==> config.mk <==
export PLATFORM = sky130hd
export DESIGN_NAME = i2c_slave_arbiter
export DESIGN_NICKNAME = d
export VERILOG_FILES = /design/src/rtl/i2c_arb_pkg.sv /design/src/rtl/i2c_arb_prio_enc.sv /design/src/rtl/i2c_slave_arbiter.sv
export SDC_FILE = /design/constraint.sdc
export NUM_CORES = 1
export LEC_CHECK = 0
export CORE_MARGIN = 2
export CORE_UTILIZATION = 47
export CTS_CLUSTER_SIZE = 8
export DETAILED_ROUTE_END_ITERATION = 16
export PLACE_DENSITY = 0.86
export SLEW_MARGIN = 20
export SYNTH_ARGS = -nofsm -noshare
export SYNTH_HDL_FRONTEND = slang
export SYNTH_SLANG_ARGS = --single-unit
==> constraint.sdc <==
create_clock -name clk -period 2.45 [get_ports clk]
set_input_delay 0.735 -clock clk [delete_from_list [all_inputs] [get_ports clk]]
set_output_delay 0.735 -clock clk [all_outputs]
set_load 0.05 [all_outputs]
==> src/rtl/i2c_arb_pkg.sv <==
// Shared definitions for the I2C slave arbiter: rx bus field offsets, idle tx value, FSM encoding.
package i2c_arb_pkg;

  localparam int RX_W         = 21;
  localparam int RX_STOP      = 20;
  localparam int RX_ADDRESSED = 0;

  // SDA released, no ACK driven
  localparam logic [1:0] TX_IDLE = 2'b10;

  typedef enum logic [1:0] {
    IDLE      = 2'd0,
    CLAIM     = 2'd1,
    OWNED     = 2'd2,
    UNCLAIMED = 2'd3
  } arb_state_e;

  // Saturating increment for a counter of up to 32 bits, truncated by the caller.
  function automatic logic [31:0] sat_inc(input logic [31:0] val, input logic [31:0] max);
    return (val == max) ? val : val + 32'd1;
  endfunction

endpackage

==> src/rtl/i2c_arb_prio_enc.sv <==
// Lowest-index priority encoder over the slave ACK vector; also flags multiple requesters.
// Purely combinational.
module i2c_arb_prio_enc #(
  parameter int NUM_SLAVES = 4,
  parameter int IDX_W      = 2
) (
  input  logic [NUM_SLAVES-1:0] req_i,
  output logic [IDX_W-1:0]      idx_o,
  output logic                  any_o,
  output logic                  multi_o
);

  always_comb begin
    idx_o = '0;
    for (int i = NUM_SLAVES - 1; i >= 0; i--) begin
      if (req_i[i]) begin
        idx_o = IDX_W'(i);
      end
    end
  end

  assign any_o   = |req_i;
  // Clearing the lowest set bit leaves something only when two or more were set
  assign multi_o = |(req_i & (req_i - NUM_SLAVES'(1)));

endmodule

==> src/rtl/i2c_slave_arbiter.sv <==
// Selects which slave's {tx_content, ack} drives the shared i2c_frontend, locking ownership per packet
// at the address ACK slot; owner routed 2 clk after the address strobe; keeps packet/NACK/conflict stats.
module i2c_slave_arbiter #(
  parameter int NUM_SLAVES = 4,
  parameter int IDX_W      = 2,
  parameter int CNT_W      = 16
) (
  input  logic                    clk,
  input  logic                    reset,
  input  logic [20:0]             frontend_rx,
  output logic [1:0]              frontend_tx,
  input  logic [2*NUM_SLAVES-1:0] slave_tx,
  input  logic                    clear_stats,
  output logic [IDX_W-1:0]        owner,
  output logic                    owner_valid,
  output logic                    conflict,
  output logic [CNT_W-1:0]        pkt_count,
  output logic [CNT_W-1:0]        nack_count
);

  import i2c_arb_pkg::*;

  arb_state_e       state_q;
  logic [IDX_W-1:0] owner_q;
  logic             owner_vld_q;
  logic             conflict_q, conflict_d;
  logic [CNT_W-1:0] pkt_cnt_q, pkt_cnt_d;
  logic [CNT_W-1:0] nack_cnt_q, nack_cnt_d;

  logic                  rx_stop, rx_addressed;
  logic [NUM_SLAVES-1:0] ack_vec;
  logic [IDX_W-1:0]      enc_idx;
  logic                  enc_any, enc_multi;
  logic                  claim_hit, claim_miss;
  logic [1:0]            tx_sel;
  logic                  unused_rx;

  assign rx_stop      = frontend_rx[RX_STOP];
  assign rx_addressed = frontend_rx[RX_ADDRESSED];
  assign unused_rx    = ^frontend_rx[RX_STOP-1:RX_ADDRESSED+1];

  always_comb begin
    ack_vec = '0;
    for (int i = 0; i < NUM_SLAVES; i++) begin
      ack_vec[i] = slave_tx[2*i];
    end
  end

  i2c_arb_prio_enc #(
    .NUM_SLAVES (NUM_SLAVES),
    .IDX_W      (IDX_W)
  ) u_prio_enc (
    .req_i   (ack_vec),
    .idx_o   (enc_idx),
    .any_o   (enc_any),
    .multi_o (enc_multi)
  );

  assign claim_hit  = (state_q == CLAIM) &&  enc_any;
  assign claim_miss = (state_q == CLAIM) && !enc_any;

  always_ff @(posedge clk or posedge reset) begin
    if (reset) begin
      state_q     <= IDLE;
      owner_q     <= '0;
      owner_vld_q <= 1'b0;
    end else begin
      case (state_q)
        IDLE: begin
          if (rx_addressed) begin
            state_q <= CLAIM;
          end
        end
        CLAIM: begin
          if (enc_any) begin
            owner_q     <= enc_idx;
            owner_vld_q <= 1'b1;
            state_q     <= OWNED;
          end else begin
            state_q <= UNCLAIMED;
          end
        end
        OWNED, UNCLAIMED: begin
          // A repeated start shows up as pkt_addressed dropping; re-arbitrate from IDLE
          if (rx_stop || !rx_addressed) begin
            owner_vld_q <= 1'b0;
            state_q     <= IDLE;
          end
        end
        default: begin
          state_q <= IDLE;
        end
      endcase
    end
  end

  always_comb begin
    tx_sel = TX_IDLE;
    for (int i = 0; i < NUM_SLAVES; i++) begin
      if (owner_q == IDX_W'(i)) begin
        tx_sel = slave_tx[2*i +: 2];
      end
    end
  end

  assign frontend_tx = (state_q == OWNED) ? tx_sel : TX_IDLE;

  // clear_stats overrides any increment or conflict set landing in the same cycle
  always_comb begin
    pkt_cnt_d  = pkt_cnt_q;
    nack_cnt_d = nack_cnt_q;
    conflict_d = conflict_q;
    if (claim_hit) begin
      pkt_cnt_d  = CNT_W'(sat_inc(32'(pkt_cnt_q), 32'({CNT_W{1'b1}})));
      conflict_d = conflict_q | enc_multi;
    end
    if (claim_miss) begin
      nack_cnt_d = CNT_W'(sat_inc(32'(nack_cnt_q), 32'({CNT_W{1'b1}})));
    end
    if (clear_stats) begin
      pkt_cnt_d  = '0;
      nack_cnt_d = '0;
      conflict_d = 1'b0;
    end
  end

  always_ff @(posedge clk or posedge reset) begin
    if (reset) begin
      pkt_cnt_q  <= '0;
      nack_cnt_q <= '0;
      conflict_q <= 1'b0;
    end else begin
      pkt_cnt_q  <= pkt_cnt_d;
      nack_cnt_q <= nack_cnt_d;
      conflict_q <= conflict_d;
    end
  end

  assign owner       = owner_q;
  assign owner_valid = owner_vld_q;
  assign conflict    = conflict_q;
  assign pkt_count   = pkt_cnt_q;
  assign nack_count  = nack_cnt_q;

endmodule

==> flow_summary.yaml <==
status:
  status: "finished, violations left"
  failed_checks: "setup timing"
die:
  ios: 70
  die_w_um: 73.2
  start_util: 0.483
  rows: 25
  die_h_um: 73.2
  core_area_mm2: 0.00466
  floorplan.die_area_mm2: 0.00536
worst_setup_path:
  endpoint_kind: "primary output"
  cp.required_ns: 1.71
  crit_slowest_cell: "mux4_2"
  r2r-start: "state_q[0]"
  start_kind: "input port"
  worstRegToRegCells: 5
  path_cells: "buf_6 -> mux4_2 -> or3b_4 -> buf_8"
  r2r-end: "nack_count[10]"
  arrival_ns: 1.81
  cp_slowest_stage_delay_ns: 0.44
  path_class: "input port to primary output"
  worst-path-max-fanout: 1
  reg2reg_slack_ns: 0.43
global_routing:
  grt_max_degree: 39
  grt_overflow_total: 0
  grtUsageTotal: 0.223
  grt_pass1_vias: 2070
  antenna_found_initial: 0
  grt_pass1_wl_um: 9320
cts:
  tritoncts: "yes"
  clock_latency_ns: 0.30
  clockRootBuffer: "clkbuf_8"
  clk_pin_slew_ns: 0.07
  numClockSinks: 38
  clockBufferDepth: 2
  htreeDepth: 2
  cts_made_buffers: 5
synthesis:
  synthArstFlopShare: 1.00
  synth_edf_count: 0
  synth_seq_area_share: 0.422
  synth.net_count: 273
  yosysWarnings: 0
  synth_most_common_cell: "dfrtp_1"
  synth_top_area_cell: "dfrtp_1"
  synth_top_cells_by_area: "dfrtp_1, or4_1, o31ai_1"
  synth.top_cell.area_share: 0.422
  syn_inst: 239
  yosys-top-cells-count: "dfrtp_1, a21oi_1, nor2_1"
  synth-main-ff-cell: "dfrtp_1"
  ys_ff_latch: 38
  avgSynthCellArea_um2: 9.43
  synth.distinct_cells: 43
  syn_area_mm2: 0.00225
final_layout:
  instances_no_fill: 361
  area_growth_pct: 34.6
  drive_gt1_frac: 0.186
  n_antenna_cell: 0
  nNetsFinal: 341
routing:
  first_pass_iters: 4
  drt-wirelength-per-cell_um: 15.4
  routed_wl_um: 5540
  drc: 0
  vias: 2191
  drt_iter0_markers: 173
  via_per_inst: 6.07
  ant_nets: 0
power:
  power_density_mw_per_mm2: 569
  p_leak_nw: 1.22
  peakVddDrop_mv: 0.637
place:
  place.gp.congestion: 0.806
  dp_cells: 354
  dpl.hpwl_um: 3930
  io_buffers: 50
min_path:
  min-delay-start: "conflict"
  min_to: "conflict"
  hold_path.class: "flop to flop"
  holdPathStages: 2
sta:
  min_period_over_period: 1.04
  fmax_mhz: 393
  rsz0062_at_grt: "yes"
  post-route-min-period_ns: 2.55
  tightest_slew_ns: 0.679
  drv_slew: 0
  max_slew_margin: 0.543
  fin_skew_ns: 0.00831
  setup_ws_ns: -0.0972
  hold_viol_final: 0
  setup_viol: 1
  hold_ws_ns: 0.528
job:
  cap_violations: 0
[cell families (layout without fill, tap and decap cells)]
| group | after synthesis | count (layout) | share of synthesized area |
|---|---|---|---|
| DFF | 38 | 38 | 0.422 |
| buffers and inverters | 23 | 91 | 0.0411 |
| AOI/OAI and AO/OA | 56 | 56 | 0.162 |
| and+or+nand+nor | 110 | 110 | 0.305 |
| adders and majority gates | 2 | 2 | 0.0111 |
| muxes | 10 | 10 | 0.0589 |
[flip-flops by register name, summed over array words and instances (netlist names)]
register     cells
conflict         1
state_q          2
owner            2
nack_count      16
pkt_count       16
owner_valid      1
[worst max path at each step]
stage	start	end	slack [ns]	depth (start not counted)
finish	slave_tx[7]	frontend_tx[1]	-0.1	4
global route	slave_tx[3]	frontend_tx[1]	-0.11	4
CTS	slave_tx[7]	frontend_tx[1]	-0.12	4
detailed placement	slave_tx[5]	frontend_tx[1]	-0.45	4
global placement	slave_tx[7]	frontend_tx[1]	-0.43	4
floorplan	slave_tx[7]	frontend_tx[1]	0.07	2
[what timing repair did]
action | CTS | global route
pin swaps | 1 | 1
endpoints found under the setup margin | 9 | 1
cloned | 0 | 0
hold buffers | 0 | 0
resized for setup | 33 | 1
setup buffers | 0 | 0
[report_power, final]
part / total (mW) / switching (mW) / internal, mW
sequential: 0.754 / 0.0718 / 0.682
combinational: 0.556 / 0.325 / 0.231
clock: 0.415 / 0.219 / 0.196
total: 1.73 / 0.616 / 1.11
[worst max-delay path, delay by kind of cell]
kind,cells,cell delay [ns]
multiplexers,1,0.44
buffers and inverters,2,0.25
AND/OR/NAND/NOR,1,0.39
[cells in the final DEF (no fill, tap or decap), types with 2 or more instances in the layout]
cell / count
buf_6: 4
mux2_2: 6
nor2_1: 18
mux2i_1: 2
nand4_1: 5
inv_1: 11
nor4_4: 2
o31ai_1: 15
a31oi_1: 3
o21ai_0: 5
and2_1: 2
o21a_1: 2
or3_2: 2
nor2b_1: 7
o31a_1: 3
dfrtp_1: 37
o22a_1: 2
buf_2: 5
clkbuf_8: 5
or3_1: 4
nand4_2: 2
mux4_2: 2
clkdlybuf4s50_1: 40
buf_4: 21
nand2_1: 13
buf_12: 2
ha_1: 2
nor4_1: 10
nor3_1: 6
or4_1: 17
clkbuf_1: 2
and4_1: 2
and3_1: 3
a21oi_1: 21
nand3_1: 10
[cell type report]
type	instances	area (um2)
repair buffers	73	683
multi-input cells	178	1210
clock buffers	7	76.3
inverters	11	41.3
fillers	369	1630
flip-flops and latches	38	952
well taps	54	67.6
[per-stage QoR]
stage / setup slack, ns / area (um2) / setup TNS [ns] / utilization / power [mW]
global placement: -0.431 / 2970 / -6.86 / 0.637 / 1.29
detailed placement: -0.450 / 2970 / -8.77 / 0.637 / 1.31
floorplan: 0.0661 / 2260 / 0 / - / 1.12
CTS: -0.123 / 3030 / -0.123 / 0.649 / 1.74
global route: -0.109 / 3030 / -0.109 / 0.651 / 1.80
finish: -0.0972 / 3030 / -0.0972 / 0.651 / 1.73
[layer usage]
layer | vias up | GRT usage | share of wire
li1 | 1058 | - | -
met1 | 1056 | 0.287 | 0.43
met2 | 67 | 0.360 | 0.50
met3 | 10 | 0.0511 | 0.049
met4 | 0 | 0.0947 | 0.017
met5 | - | 0 | 0
(Power assumes the default switching activity.)
